$ cat config.mk
export PLATFORM = sky130hd
export DESIGN_NAME = cla3_digit_serial_adder
export DESIGN_NICKNAME = d
export VERILOG_FILES = /design/src/rtl/cla3_digit_serial_adder.sv
export SDC_FILE = /design/constraint.sdc
export NUM_CORES = 1
export LEC_CHECK = 0
export ABC_AREA = 1
export BUFFER_PORTS_ARGS = -buffer_cell sky130_fd_sc_hd__buf_2
export CORE_UTILIZATION = 41
export CTS_CLUSTER_SIZE = 14
export DETAILED_ROUTE_END_ITERATION = 10
export PLACE_DENSITY = 0.66
export SLEW_MARGIN = 20
export SYNTH_ARGS = -nofsm -noshare
export SYNTH_HDL_FRONTEND = slang
export SYNTH_SLANG_ARGS = --single-unit
$ cat constraint.sdc
create_clock -name clk -period 1.75 [get_ports clk]
set_clock_uncertainty 0.2 [all_clocks]
set_input_delay 0.175 -clock clk [delete_from_list [all_inputs] [get_ports clk]]
set_output_delay 0.175 -clock clk [all_outputs]
set_load 0.01 [all_outputs]
$ cat src/rtl/cla3_digit_serial_adder.sv
// cla3_digit_serial_adder
//   Adds two WIDTH-bit operands by time-multiplexing one external 3-bit
//   carry-lookahead slice. It sends one chunk per clock, LSB chunk first, and
//   registers the ripple carry between chunks.
// Ports:
//   clk, rst            clock and asynchronous active-high reset
//   in_valid/in_ready   operand handshake (in_a, in_b, in_cin)
//   cla_a/cla_b/cla_cin chunk driven to the slice (0 outside RUN)
//   cla_s/cla_cout      slice result, combinational from cla_*
//   out_valid/out_ready result handshake (out_sum, out_cout)
//   busy                high while chunks are being processed
// Optional: define CLA3_DIGIT_SERIAL_OVF_EN to add out_ovf. This output is
//   the signed two's-complement overflow of the held result.
module cla3_digit_serial_adder #(
  parameter int unsigned WIDTH = 12
) (
  input  logic             clk,
  input  logic             rst,
  input  logic             in_valid,
  output logic             in_ready,
  input  logic [WIDTH-1:0] in_a,
  input  logic [WIDTH-1:0] in_b,
  input  logic             in_cin,
  output logic [2:0]       cla_a,
  output logic [2:0]       cla_b,
  output logic             cla_cin,
  input  logic [2:0]       cla_s,
  input  logic             cla_cout,
  output logic             out_valid,
  input  logic             out_ready,
  output logic [WIDTH-1:0] out_sum,
  output logic             out_cout,
`ifdef CLA3_DIGIT_SERIAL_OVF_EN
  output logic             out_ovf,
`endif
  output logic             busy
);

  localparam int unsigned NCHUNK = WIDTH / 3;
  localparam int unsigned IW     = (NCHUNK > 1) ? $clog2(NCHUNK) : 1;
  localparam logic [IW-1:0] LAST_IDX = IW'(NCHUNK - 1);

  // Reject widths that do not split into whole 3-bit chunks
  if ((WIDTH % 3) != 0 || WIDTH < 3) begin : g_bad_width
    $error("cla3_digit_serial_adder: WIDTH must be a multiple of 3 and >= 3");
  end

  typedef enum logic [1:0] {IDLE, RUN, DONE} state_e;

  state_e           state_q, state_d;
  logic [IW-1:0]    idx_q, idx_d;
  logic [WIDTH-1:0] a_q, a_d;
  logic [WIDTH-1:0] b_q, b_d;
  logic [WIDTH-1:0] sum_q, sum_d;
  logic             carry_q, carry_d;
  logic             out_valid_q, out_valid_d;
  logic [WIDTH-1:0] out_sum_q, out_sum_d;
  logic             out_cout_q, out_cout_d;
  logic             busy_q, busy_d;
`ifdef CLA3_DIGIT_SERIAL_OVF_EN
  logic             out_ovf_q, out_ovf_d;
`endif

  // Operand side can take a new pair when idle or while the result is being drained
  always_comb begin
    in_ready = (state_q == IDLE) || ((state_q == DONE) && out_ready);
  end

  // Chunk selection toward the slice
  always_comb begin
    cla_a   = 3'b000;
    cla_b   = 3'b000;
    cla_cin = 1'b0;
    if (state_q == RUN) begin
      cla_cin = carry_q;
      for (int unsigned i = 0; i < NCHUNK; i++) begin
        if (idx_q == IW'(i)) begin
          cla_a = a_q[3*i +: 3];
          cla_b = b_q[3*i +: 3];
        end
      end
    end
  end

  // Next-state and registered-output logic
  always_comb begin
    state_d     = state_q;
    idx_d       = idx_q;
    a_d         = a_q;
    b_d         = b_q;
    sum_d       = sum_q;
    carry_d     = carry_q;
    out_sum_d   = out_sum_q;
    out_cout_d  = out_cout_q;
`ifdef CLA3_DIGIT_SERIAL_OVF_EN
    out_ovf_d   = out_ovf_q;
`endif

    case (state_q)
      IDLE, DONE: begin
        if ((state_q == DONE) && out_ready) begin
          state_d = IDLE;
        end
        // When out_ready and in_valid coincide in DONE, the new pair is taken on the same edge
        if (in_valid && in_ready) begin
          a_d     = in_a;
          b_d     = in_b;
          carry_d = in_cin;
          idx_d   = '0;
          state_d = RUN;
        end
      end
      RUN: begin
        for (int unsigned i = 0; i < NCHUNK; i++) begin
          if (idx_q == IW'(i)) begin
            sum_d[3*i +: 3] = cla_s;
          end
        end
        carry_d = cla_cout;
        if (idx_q == LAST_IDX) begin
          state_d = DONE;
          idx_d   = '0;
        end else begin
          idx_d = idx_q + IW'(1);
        end
      end
      default: begin
        state_d = IDLE;
        idx_d   = '0;
      end
    endcase

    // The result is snapshotted on entry to DONE, so it stays put through the next RUN
    if ((state_q == RUN) && (state_d == DONE)) begin
      out_sum_d  = sum_d;
      out_cout_d = cla_cout;
`ifdef CLA3_DIGIT_SERIAL_OVF_EN
      // Carry into the MSB is recovered from the MSB sum bit and the MSB operand bits
      out_ovf_d  = sum_d[WIDTH-1] ^ a_q[WIDTH-1] ^ b_q[WIDTH-1] ^ cla_cout;
`endif
    end

    out_valid_d = (state_d == DONE);
    busy_d      = (state_d == RUN);
  end

  // State and data registers
  always_ff @(posedge clk or posedge rst) begin
    if (rst) begin
      state_q     <= IDLE;
      idx_q       <= '0;
      a_q         <= '0;
      b_q         <= '0;
      sum_q       <= '0;
      carry_q     <= 1'b0;
      out_valid_q <= 1'b0;
      out_sum_q   <= '0;
      out_cout_q  <= 1'b0;
      busy_q      <= 1'b0;
`ifdef CLA3_DIGIT_SERIAL_OVF_EN
      out_ovf_q   <= 1'b0;
`endif
    end else begin
      state_q     <= state_d;
      idx_q       <= idx_d;
      a_q         <= a_d;
      b_q         <= b_d;
      sum_q       <= sum_d;
      carry_q     <= carry_d;
      out_valid_q <= out_valid_d;
      out_sum_q   <= out_sum_d;
      out_cout_q  <= out_cout_d;
      busy_q      <= busy_d;
`ifdef CLA3_DIGIT_SERIAL_OVF_EN
      out_ovf_q   <= out_ovf_d;
`endif
    end
  end

  assign out_valid = out_valid_q;
  assign out_sum   = out_sum_q;
  assign out_cout  = out_cout_q;
  assign busy      = busy_q;
`ifdef CLA3_DIGIT_SERIAL_OVF_EN
  assign out_ovf   = out_ovf_q;
`endif

endmodule
### After elaboration in Yosys (flattened, before gate mapping)

Index checks and enable logic that the tools add are counted.

* logic and storage cells: 54
* bits of input ports: 33
* register bits after elaboration: 56

* $add $sub $neg: 1
* reduce and logical (&&, ||, !) cells: 10
* equality and inequality tests: 8
* muxes and demuxes: 25

Operators with widths (count)
* two-way mux 3 bit: 14
* two-way mux 12 bit: 1
* two-way mux 2 bit: 5
* == test 2 bit (second input constant): 4
* case mux 2 bit (2 select lines): 2
* == test 2 x 1 -> 1 bit (second input constant): 3
* zero test 2 bit: 2
* AND reduction 2 bit: 2
* logical AND 1 bit: 3
* adder 2 x 1 -> 2 bit (second input constant): 1
* two-way mux 1 bit: 2
* != test 2 bit (second input constant): 1
* case mux 1 bit (2 select lines): 1
* nonzero test 2 bit: 1
* OR reduction 2 bit: 1
* logical OR 1 bit: 1

### Depth between registers and ports, before layout

* word-level depth: 8
* gate-level depth with buffers: 8
* mapped depth without buffers: 8

### Least setup slack after synthesis

No wires, ideal clock.

* path kind: register -> output
* start point: register idx_q[0]
* end point: output cla_a[0]
* path buffers: 0
* arrival: 1231 ps
* required time: 1375 ps
* stages on the path, launching flop included: 9
* setup slack: 144 ps
* path through: dfrtp_1 inv_1 ha_1 inv_1 nor2_1 nand2_1 nand2_1 nand2_1 nand2_1

* cells in the longest elaborated chain, start to end: 6
* elaborated cells on any way between the ends: 9
* those cells by class: eq/ne (3); mux (5); reduce/logical (1)

Ends and longest elaborated chain
* start: declaration: line 51 `logic [IW-1:0] idx_q, idx_d;`
* start signal: assignment: line 165 `idx_q <= idx_d;`
* zero test 2 bit: line 77 `if (idx_q == IW'(i)) begin`
* two-way mux 3 bit (3 in series): line 77
* two-way mux 3 bit (*): line 77
* two-way mux 3 bit (*): line 74 `if (state_q == RUN) begin`
* end: declaration: line 24 `output logic [2:0] cla_a,`

Every way passes the cells marked *; elsewhere a longest branch is shown, timed or not.

### Final worst setup path

* start point: register idx_q[1]
* end point: output cla_b[0]

* cells in the longest elaborated chain, start to end: 6
* elaborated cells on any way between the ends: 9
* those cells by class: eq/ne (3); mux (5); reduce/logical (1)

Ends and longest elaborated chain
* zero test 2 bit: line 77
* two-way mux 3 bit (3 in series): line 77
* two-way mux 3 bit (*): line 77
* two-way mux 3 bit (*): line 74
* end: declaration: line 25 `output logic [2:0] cla_b,`

Marked as above.

==> summary by stage <==
Status
The flow ran to the end, but the final reports show violations. The final reports fail on setup timing.

Power and ir drop
In this run the power density over the cells is ~1700 nW/um2. The sequential group share of total power is roughly 37%. Internal power comes to ~3.6 mW. The part of the power in the clock network is between 10% and 20%. The leakage dissipation is approximately 1.9 nW. In this run, the combinational gates consume 49.1% of the power. The worst voltage drop across the vdd grid is between 0.7 and 0.8 mV. The analysis attributes to net switching a power of around 2.4 mW. Of the total power, the share spent switching nets is around 40%.

Logic synthesis
The synthesized instance count is between 300 and 400. The average cell area after synthesis is just under 8 um2. The leading area contributor after synthesis is sky130_fd_sc_hd__dfrtp_1. The synthesized area is 2460 um2. The share of the synthesized area in the top cell type is a little over half. The synthesized netlist contains 17 unique library cells.

Sorting the synthesized cells by area gives the leading types as sky130_fd_sc_hd__dfrtp_1 54%, sky130_fd_sc_hd__nand2_1 20%, sky130_fd_sc_hd__nand3_1 10%, sky130_fd_sc_hd__inv_1 3.2%, sky130_fd_sc_hd__and2_1 2.3%. The net count after synthesis is 347. The register area share after synthesis is a little over half. The synthesized design contains 53 register bits. The number of warnings issued by yosys is 0.

Floorplanning
The initial cell density of the core is between 40 and 50%. From left edge to right edge, the die measures a little under 80 um. The placeable core region is between 5000 and 6000 um2. Row generation in the floorplan step produced 27 rows. between 50 and 60 I/O pins were placed. The die is 79.5 um tall. The floorplan step defined a die boundary enclosing 6320 um2.

Route
The number of design-rule violations left by the first detailed-router iteration is 96. The length of the first detailed-routing pass in iterations is 4. Wire segments on met2 add up to about 3000 um in the final route.

Dividing the detail-routed wire length by the instance count gives roughly 13 um. The count of nets left with antenna violations once routing finished came out at 0. The wire length on met3 is ~300 um.

Signal routing reaches up to met4. In the routed layout, each cell is associated on average with a via count of around 4.7. The wire length after detailed routing is between 5000 and 6000 um.

The DRC violation count after routing is 0. For this block, the via count after detailed routing is 2,268. The met1 layer wirelength in the final routing is ~2700 um.

Timing
At the pin with the least slew margin, the transition time is ~280 ps. The number of max-slew violations in the final report is 0. Dividing the final minimum period by the clock period gives 114%.

The final number of hold-violating endpoints is 0. Setup repair after global routing could not meet its margin everywhere. Counting I/O delays and the setup requirement, the final critical path takes 1990 ps.

The worst slew slack as a fraction of its limit is 81.3%. For this run, the top clock speed supported by timing is approximately 500 MHz. In the post-route analysis, the smallest setup slack over all paths is -244 ps.

Setup violations remaining at the end of the flow were counted as 6. Final hold analysis gives a worst-case slack of roughly 50 ps.

Placed design
The weighted congestion at the end of routability-driven global placement is slightly above 0.8. The instance area at placement is a little under 3000 um2. The half-perimeter wire length after placement is 3840 um. Buffers placed on the I/O ports in this run total 55.

Global route
Global routing used a little over a fifth of the available tracks across all layers. Entering global routing, the biggest net connects 54 pins. After global routing the overflow that remains totals 0.

The number of global-route vias before repair came to between 2,000 and 2,500. The initial antenna violation count was 0. The global-route wire length before repair is 10,300 um.

Worst setup path
STA classifies the critical path endpoint as a primary output. For the worst flop-to-flop path, the logic depth is 5. The worst setup path is of the register to primary output kind. At the worst endpoint, the required time is approximately 1400 ps. The startpoint type of the worst setup path is a register. The data arrival at the endpoint of the critical path is ~1600 ps. The startpoint identified for the worst register-to-register timing path is idx_q[0]. Of all nets on the critical path, the largest fanout is 4. Setup slack on the worst reg-to-reg path comes out at 170 ps.

In this run the critical register-to-register path is captured at state_q[1].

Finish
Compared with the post-synthesis result, the final layout area differs by 39.2%. The finished cells cover about 3400 um2. The repair_antennas step left the layout with diodes totalling 0.

The layout cell share with drive strength beyond 1 is around a quarter. After the last flow step, the layout net total stands at 442.

Clocking
The clock insertion delay at the later pin of the skew report is about 300 ps. The sink count of the clock tree is 53. The number of buffers created by CTS is 5. The root buffer cell chosen for the clock tree is sky130_fd_sc_hd__clkbuf_8.

The clock tree from TritonCTS is built. The clock tree synthesis step divided the H-tree into 2 levels. The buffer depth of the longest clock path is 2. After clock tree synthesis, the clock-pin slew on the worst setup and hold paths is roughly 90 ps.

Min path
The destination of the worst hold path is out_valid. The worst min-delay path class is input pin to register. The worst hold path begins at out_ready. The number of cells on the worst hold path is 4.

Run
Across the run, the number of max-cap violations was 0.
## metal layers
layer	vias up	GRT usage, %
li1	1152	-
met4	0	7.27
met5	-	0
met1	1041	26.4
met2	69	35.7
met3	6	4.00
## layout by cell type, fill, tap and decap left out, drive strengths merged
master	count
bufinv	1
o21ai	2
dlygate4sd3	30
dfrtp	53
nor2	16
buf	73
inv	23
a21oi	7
clkbuf	7
nand3	50
nand2	131
ha	4
and2	9
## power by group through the flow
| stage | registers (mW) | clock network (mW) | logic [mW] |
|---|---|---|---|
| after CTS | 2.15 | 0.884 | 2.81 |
| after global placement | 2.14 | 0 | 2.56 |
| after global routing | 2.22 | 0.939 | 3.30 |
| after floorplan | 2.16 | 0 | 1.66 |
| after detailed placement | 2.15 | 0 | 2.61 |
| final | 2.17 | 0.852 | 2.91 |
## metrics by stage
step                      cells  worst slack, ps  TNS (ps)  total power [mW]  util (%)
after global placement      439             56.5         0              4.70      51.5
after CTS                   478             -251     -1450              5.85      60.1
final                       478             -244     -1380              5.93      60.7
after global routing        478             -344     -1930              6.46      60.7
after floorplan             310             88.8         0              3.82         -
after detailed placement    439             44.8         0              4.76      51.5
## cells in the mapped netlist
master,instances
sky130_fd_sc_hd__a21oi_1,6
sky130_fd_sc_hd__dfrtp_1,53
sky130_fd_sc_hd__buf_2,7
sky130_fd_sc_hd__nand3_1,50
sky130_fd_sc_hd__inv_2,2
sky130_fd_sc_hd__buf_4,3
sky130_fd_sc_hd__clkbuf_1,4
sky130_fd_sc_hd__nor2_2,2
sky130_fd_sc_hd__nor2_1,14
sky130_fd_sc_hd__ha_1,4
sky130_fd_sc_hd__a21oi_2,1
sky130_fd_sc_hd__buf_6,1
sky130_fd_sc_hd__inv_1,21
sky130_fd_sc_hd__o21ai_0,2
sky130_fd_sc_hd__and2_1,9
sky130_fd_sc_hd__nand2_2,1
sky130_fd_sc_hd__nand2_1,130
## worst max-delay path, cell delays in order, from the launching register on
cell	delay, ps
sky130_fd_sc_hd__dfrtp_1	440
sky130_fd_sc_hd__inv_2	100
sky130_fd_sc_hd__ha_4	190
sky130_fd_sc_hd__buf_4	150
sky130_fd_sc_hd__a21oi_1	130
sky130_fd_sc_hd__nand2_1	80
sky130_fd_sc_hd__nand2_1	50
sky130_fd_sc_hd__nand2_1	60
sky130_fd_sc_hd__buf_6	120
## kinds of logic (layout without fill, tap and decap cells)
logic type                 Yosys count  after routing  share of synthesized area [%]
AOI/OAI and AO/OA                    9              9                           1.98
and+or+nand+nor                    206            206                           35.2
adders and majority gates            4              4                           2.03
buffers and inverters               38            134                           6.91
DFF                                 53             53                           53.9
## flip-flops by register name, summed over array words and instances (netlist names)
name / flops
out_cout: 1
b_q: 12
out_valid: 1
busy: 1
a_q: 12
out_sum: 12
sum_q: 9
carry_q: 1
state_q: 2
idx_q: 2
## how the worst max path moves through the flow
stage               startpoint        to  slack, ps
finish                idx_q[1]  cla_b[0]       -240
global route          idx_q[1]  cla_b[0]       -340
CTS                   idx_q[0]  cla_b[1]       -250
detailed placement    idx_q[1]  cla_a[0]         40
global placement      idx_q[1]  cla_b[2]         60
floorplan                  rst    a_q[0]         90
## what timing repair did
item                                   CTS  global route
hold buffers                            30             0
pin swaps                                6             5
gates resized for setup                 18            11
setup buffers                            1             0
endpoints found under the hold margin   82             0
setup endpoints to repair                6             7
## cell type report
| type | instances | area, um2 |
|---|---|---|
| clock buffer | 7 | 86.3 |
| clock inverter | 1 | 30.0 |
| fill | 468 | 2210 |
| tap | 72 | 90.1 |
| sequential | 53 | 1330 |
| multi-input combinational | 219 | 1040 |
| inverter | 23 | 88.8 |
| timing repair buffer | 103 | 762 |
Power figures use the tool's default switching activity.
